[src/rtl/snake_body_scan.sv]
// Scans snake body segments over a synchronous read port and reports whether a query cell is occupied.
// Optional macro SCAN_EARLY_EXIT_EN: abort the scan on the first match instead of always scanning all segments.
module snake_body_scan #(
  parameter int XW        = 6,
  parameter int YW        = 5,
  parameter int MAX_LEN   = 128,
  parameter int AW        = 7,
  parameter int SKIP_HEAD = 1
) (
  input  logic              clk,
  input  logic              reset,
  input  logic              start,
  input  logic [XW+YW-1:0]  query_xy,
  input  logic [7:0]        length,
  output logic              rd_en,
  output logic [AW-1:0]     rd_addr,
  input  logic [XW+YW-1:0]  rd_data,
  output logic              busy,
  output logic              done,
  output logic              hit,
  output logic [7:0]        hit_index
);

  localparam int          DW        = XW + YW;
  localparam logic [7:0]  START_IDX = 8'((SKIP_HEAD != 0) ? 1 : 0);
  localparam logic [7:0]  MAX_L     = 8'(MAX_LEN);

  typedef enum logic [1:0] {IDLE, ISSUE, DRAIN, FIN} state_t;

  state_t          state, state_nxt;
  logic [DW-1:0]   query_q;
  logic [7:0]      len_q;
  logic [7:0]      len_clamped;
  logic [7:0]      idx;
  logic [7:0]      idx_pipe;
  logic            pipe_vld;
  logic            accept;
  logic            match;

  assign len_clamped = (length > MAX_L) ? MAX_L : length;
  assign accept      = (state == IDLE) && start;

  // Compare stage only looks at words returned while the scan is live, so any
  // read still in flight when an early exit jumps to FIN is dropped.
  assign match = pipe_vld && ((state == ISSUE) || (state == DRAIN)) &&
                 (rd_data == query_q) && !hit;

  assign rd_en   = (state == ISSUE);
  assign rd_addr = idx[AW-1:0];
  assign busy    = (state == ISSUE) || (state == DRAIN);
  assign done    = (state == FIN);

  always_ff @(posedge clk or posedge reset) begin
    if (reset) begin
      state <= IDLE;
    end else begin
      state <= state_nxt;
    end
  end

  always_comb begin
    state_nxt = state;
    unique case (state)
      IDLE: begin
        if (start) begin
          state_nxt = (len_clamped <= START_IDX) ? FIN : ISSUE;
        end
      end
      ISSUE: begin
        if (idx == len_q - 8'd1) begin
          state_nxt = DRAIN;
        end
`ifdef SCAN_EARLY_EXIT_EN
        if (match) begin
          state_nxt = FIN;
        end
`endif
      end
      DRAIN:   state_nxt = FIN;
      FIN:     state_nxt = IDLE;
      default: state_nxt = IDLE;
    endcase
  end

  always_ff @(posedge clk or posedge reset) begin
    if (reset) begin
      query_q   <= '0;
      len_q     <= '0;
      idx       <= '0;
      idx_pipe  <= '0;
      pipe_vld  <= 1'b0;
      hit       <= 1'b0;
      hit_index <= '0;
    end else begin
      pipe_vld <= (state == ISSUE);
      idx_pipe <= idx;
      if (accept) begin
        query_q   <= query_xy;
        len_q     <= len_clamped;
        idx       <= START_IDX;
        hit       <= 1'b0;
        hit_index <= '0;
      end else if (state == ISSUE) begin
        idx <= idx + 8'd1;
      end
      if (match) begin
        hit       <= 1'b1;
        hit_index <= idx_pipe;
      end
    end
  end

endmodule

[config.mk]
export PLATFORM = sky130hd
export DESIGN_NAME = snake_body_scan
export DESIGN_NICKNAME = d
export VERILOG_FILES = /design/src/rtl/snake_body_scan.sv
export SDC_FILE = /design/constraint.sdc
export NUM_CORES = 1
export LEC_CHECK = 0
export CAP_MARGIN = 20
export CORE_ASPECT_RATIO = 1.75
export CORE_UTILIZATION = 30
export DETAILED_ROUTE_END_ITERATION = 16
export RECOVER_POWER = 50
export SLEW_MARGIN = 20
export SYNTH_ARGS = -nofsm -noshare
export SYNTH_HDL_FRONTEND = slang
export SYNTH_SLANG_ARGS = --single-unit
[constraint.sdc]
create_clock -name clk -period 2.1 [get_ports clk]
set_input_delay 0.525 -clock clk [delete_from_list [all_inputs] [get_ports clk]]
set_output_delay 0.525 -clock clk [all_outputs]
set_load 0.01 [all_outputs]
Yosys cells after proc, flatten, opt, wreduce, memory -nomap -nowiden
Cells that the tools add are included.
Operators by class
  reduce and logical (&&, ||, !) cells: 10
  eq/ne operators: 7
  add/sub/neg operators: 2
  multiplexer cells: 11
  magnitude comparators: 2
Operators by type and width (number)
  two-way mux 8 bit: 5
  == test 11 bit: 1
  adder 8 x 1 -> 8 bit (second input constant): 1
  == test 8 bit: 1
  greater-than comparator 8 bit (second input constant): 1
  <= comparator 8 x 1 -> 1 bit (second input constant): 1
  case mux 2 bit (4 select lines): 1
  subtractor 8 x 1 -> 8 bit (second input constant): 1
  two-way mux 2 bit: 3
  == test 2 bit (second input constant): 2
  logical AND 1 bit: 4
  nonzero test 2 bit: 2
  == test 2 x 1 -> 1 bit (second input constant): 1
  zero test 2 bit: 1
  two-way mux 1 bit: 2
  inequality test 2 x 1 -> 1 bit (second input constant): 1
  inequality test 2 bit (second input constant): 1
  AND reduction 2 bit: 1
  zero test 1 bit: 1
  logical OR 1 bit: 1
Word-level totals
  bits in registers: 47

Longest topological paths before layout
  word-level depth: 6
  mapped depth: 8
  mapped depth without buffers: 8

Worst setup path before layout
OpenSTA, ideal clock, no wires.
  path type: reg-to-reg
  start point: reg state[0]
  end point: reg hit_index[0]
  required time: 1.968 ns
  stages on the path, launching flop included: 7
  buffers on the path: 1
  arrival: 1.803 ns
  slack: 0.164 ns
  cells stage by stage: dfrtp_1 -> inv_1 -> ha_1 -> nand4b_1 -> nor4_2 -> clkbuf_1 -> o21ai_1
On the way
  word-level cells in the longest chain between the ends: 6
  elaborated cells between the ends (all ways): 10
RTL lines
  from (decl): line 30  | state_t state, state_nxt;
  from (signal assigned): line 57  | state <= state_nxt;
  == test 2 x 1 -> 1 bit or == test 2 bit (tied branches)
  logical OR 1 bit *
  named net busy: line 18  | output logic busy,
  logical AND 1 bit * (2 in a row): line 45  | assign match = pipe_vld && ((state == ISSUE) || (state == DRAIN)) &&
  logical AND 1 bit *: line 46  | (rd_data == query_q) && !hit;
  two-way mux 8 bit or nonzero test 2 bit (tied branches)
  to (signal assigned): line 108  | hit_index <= idx_pipe;
  to (decl): line 21  | output logic [7:0] hit_index
The timed path passes the listed nets; every way through them passes the cells marked *.
A chain may end at the register's enable or synchronous reset.

Final worst setup path
  start point: reg idx[4]
  end point: out rd_addr[4]
RTL lines
  from (decl): line 34  | logic [7:0] idx;
  from (signal assigned): line 104  | idx <= idx + 8'd1;
  to (decl): line 16  | output logic [AW-1:0] rd_addr,
No word-level cell between the ends.

==> metrics.yaml <==
vias: 1753
hold_depth: 0
die_h_microns: 117
fin_nets: 331
synthesis.nets: 273
end_kind: "output pin"
drive_gt1_share_pct: 9.25
synthAdderAreaFrac_pct: 3.84
grt_pass1_wl_microns: 7610
gr-total-overflow: 0
drtIter0Drc: 60
path_max_fanout: 5
r2r_cells: 8
post-place-ws_ns: 0.0822
yosys.area.top_type: "dfrtp_1"
ant_nets: 0
cts_root_buf: "clkbuf_16"
fin_crit_sh_pct: 94.8
power.density_nw_per_um2: 1240
setup_tns_ns: 0
drv_cap: 0
rows: 41
critical_path_arrival_ns: 1.46
seq_power_share_pct: 35.2
p_comb_share_pct: 41.2
start_util_pct: 31.3
viasPerCell: 4.64
skew_ns: 0.00409
insertion_delay_ns: 0.28
whs_endpoint: "idx_pipe[7]"
p_int_w: 0.00257
wl_microns: 4730
p_leak_nw: 1.41
synth-simple-area-share_pct: 22.6
hpwl_microns: 3590
cts_buffers: 5
timing.final.hold_violations: 0
htreeDepth: 2
route.detailed.drc: 0
syn_area_sq_um: 2280
yosysUniqueCellTypes: 35
chipWidth_microns: 67.9
cts_tree: "done"
setup_ws_ns: 0.110
setup_viol: 0
hold_path_class: "flip-flop to flip-flop"
io_pins: 52
synth_cells: 233
path_clk_slew_ns: 0.06
p_sw_w: 0.00131
fin_hold_ws_ns: 0.454
synth-xor-area-share_pct: 9.61
ff2ff_setup_slack_ns: 0.11
ys_ff_latch: 47
min_period_ns: 1.99
start_kind: "flip-flop"
grt_max_degree: 33
synth-compound-area-share_pct: 6.15
finalPower_w: 0.00388
ys_seq_area_share_pct: 51.6
antenna_found_initial: 0
swShare_pct: 33.7
cts_hold_buf: 0
areaGrowthSynthToFinish_pct: 37.1
worst_pin_slew_ns: 0.640
status: "completed"
coreArea_sq_um: 7280
utilization_pct: 42.9
worstReg2RegEnd: "state[1]"
synthMuxAreaShare_pct: 1.76
diodes: 0
first_global_vias: 1688
finalMaxSlewViolations: 0
hold_start: "idx[7]"
synth_top_family_by_area: "simple AND/OR/NAND/NOR gates"
maxSlewHeadroom_pct: 57.3
port_buffers: 51
drt-pass1-iter-count: 4
ir_worst_vdd_mv: 0.537
place_congestion: 0.782
syn_avg_cell_area_sq_um: 9.78
detail_route.wl_per_cell_microns: 12.5
dieArea_sq_um: 7960
p_clk_share_pct: 23.6
ys_warn_count: 0
clock_sinks: 47
grt_usage_pct: 13.0
rr_startpoint: "len_q[0]"
required_ns: 1.57
worstSetupPathType: "flip-flop to output pin"
yosys.area.top_type_share_pct: 51.6
fmax_mhz: 503
synthTopCellsByArea: "dfrtp_1, nand2_1, xnor2_1"
clk_path_buf_depth: 2
-- synth_stat cells (all sizes together) --
cell	n
a21o	1
a21oi	2
a311oi	1
a31oi	1
a32oi	2
and2	1
and3	1
and3b	1
buf	8
clkbuf	7
dfrtp	47
ha	7
inv	5
mux2i	4
nand2	69
nand3	2
nand3b	8
nand4	5
nand4b	1
nor2	9
nor2b	2
nor3	4
nor4	2
nor4b	1
o211ai	1
o21ai	12
o31a	1
o31ai	1
or3	2
xnor2	19
xor2	6
-- through the flow --
step                cell area (sq um)  std cells
floorplan                        2280        233
global placement                 2930        369
detailed placement               2930        369
CTS                              3100        377
global route                     3120        378
finish                           3120        378
-- placed cells by master (no fill, tap or decap), types with 2 or more instances in the layout --
| cell type | count |
|---|---|
| xor2_1 | 5 |
| buf_4 | 11 |
| clkbuf_1 | 3 |
| nand2_1 | 69 |
| clkdlybuf4s50_1 | 48 |
| nand3_1 | 2 |
| nor3_1 | 4 |
| ha_1 | 6 |
| o21ai_0 | 4 |
| o21ai_1 | 8 |
| nand3b_1 | 8 |
| inv_1 | 4 |
| mux2i_1 | 4 |
| xnor2_1 | 19 |
| a32oi_1 | 2 |
| nand4_1 | 5 |
| a21oi_1 | 2 |
| dfrtp_1 | 47 |
| nor2b_1 | 2 |
| nor2_1 | 8 |
| or3_1 | 2 |
| clkbuf_16 | 5 |
-- layer usage --
metal / share of wire, % / routed length (microns) / GRT usage (%)
met1: 39 / 1840 / 14.1
met2: 56 / 2630 / 22.9
met3: 2.6 / 122 / 2.42
met4: 3.0 / 140 / 7.64
met5: 0 / 0 / 0
-- worst max path at each step --
stage          cells past startpoint      endpoint       start  slack (ns)
2_1_floorplan                      6  hit_index[0]    state[0]        0.16
3_3_place_gp                       7  hit_index[0]  rd_data[8]        0.15
3_5_place_dp                       8      state[0]    len_q[0]        0.08
4_1_cts                            3         rd_en    state[1]        0.02
5_1_grt                            8      state[0]    len_q[0]      -0.007
6_report                           2    rd_addr[4]      idx[4]        0.11
-- critical path, cell delays in order, from the launching register on --
cell	delay [ns]
dfrtp_1	0.37
clkbuf_1	0.23
clkdlybuf4s50_1	0.59
-- area by class of cell --
cell class / instances / area, sq um
fill: 751 / 4160
sequential: 47 / 1180
multi-input combinational: 166 / 1020
timing repair buffer: 66 / 626
clock buffer: 6 / 139
tap: 86 / 108
clock inverter: 2 / 35.0
inverter: 5 / 18.8
-- flip-flops by register name, summed over array words and instances (netlist names) --
| name | cells |
|---|---|
| hit | 1 |
| hit_index | 8 |
| idx | 8 |
| idx_pipe | 8 |
| len_q | 8 |
| pipe_vld | 1 |
| query_q | 11 |
| state | 2 |
-- logic make-up (layout without fill, tap and decap cells) --
| kind of cell | after synthesis | in the layout |
|---|---|---|
| AO/OA/AOI/OAI | 22 | 22 |
| XOR/XNOR | 25 | 25 |
| adder cells (fa/ha/maj) | 7 | 7 |
| buffers and inverters | 20 | 79 |
| flip-flops | 47 | 47 |
| multiplexers | 4 | 4 |
| AND/OR/NAND/NOR | 108 | 108 |
-- power groups by stage --
stage	registers, W	logic [W]	clock network, W
6_report	0.00137	0.00160	0.000915
2_1_floorplan	0.00137	0.00107	0
3_3_place_gp	0.00138	0.00155	0
4_1_cts	0.00137	0.00157	0.000936
3_5_place_dp	0.00138	0.00157	0
5_1_grt	0.00141	0.00178	0.000973
-- timing repair --
action | CTS | global route
buffers inserted | 0 | 1
gates resized for setup | 1 | 5
endpoints found under the setup margin | 1 | 3
pin swaps | 0 | 2
Note: power is estimated with default switching activity, not from simulation.
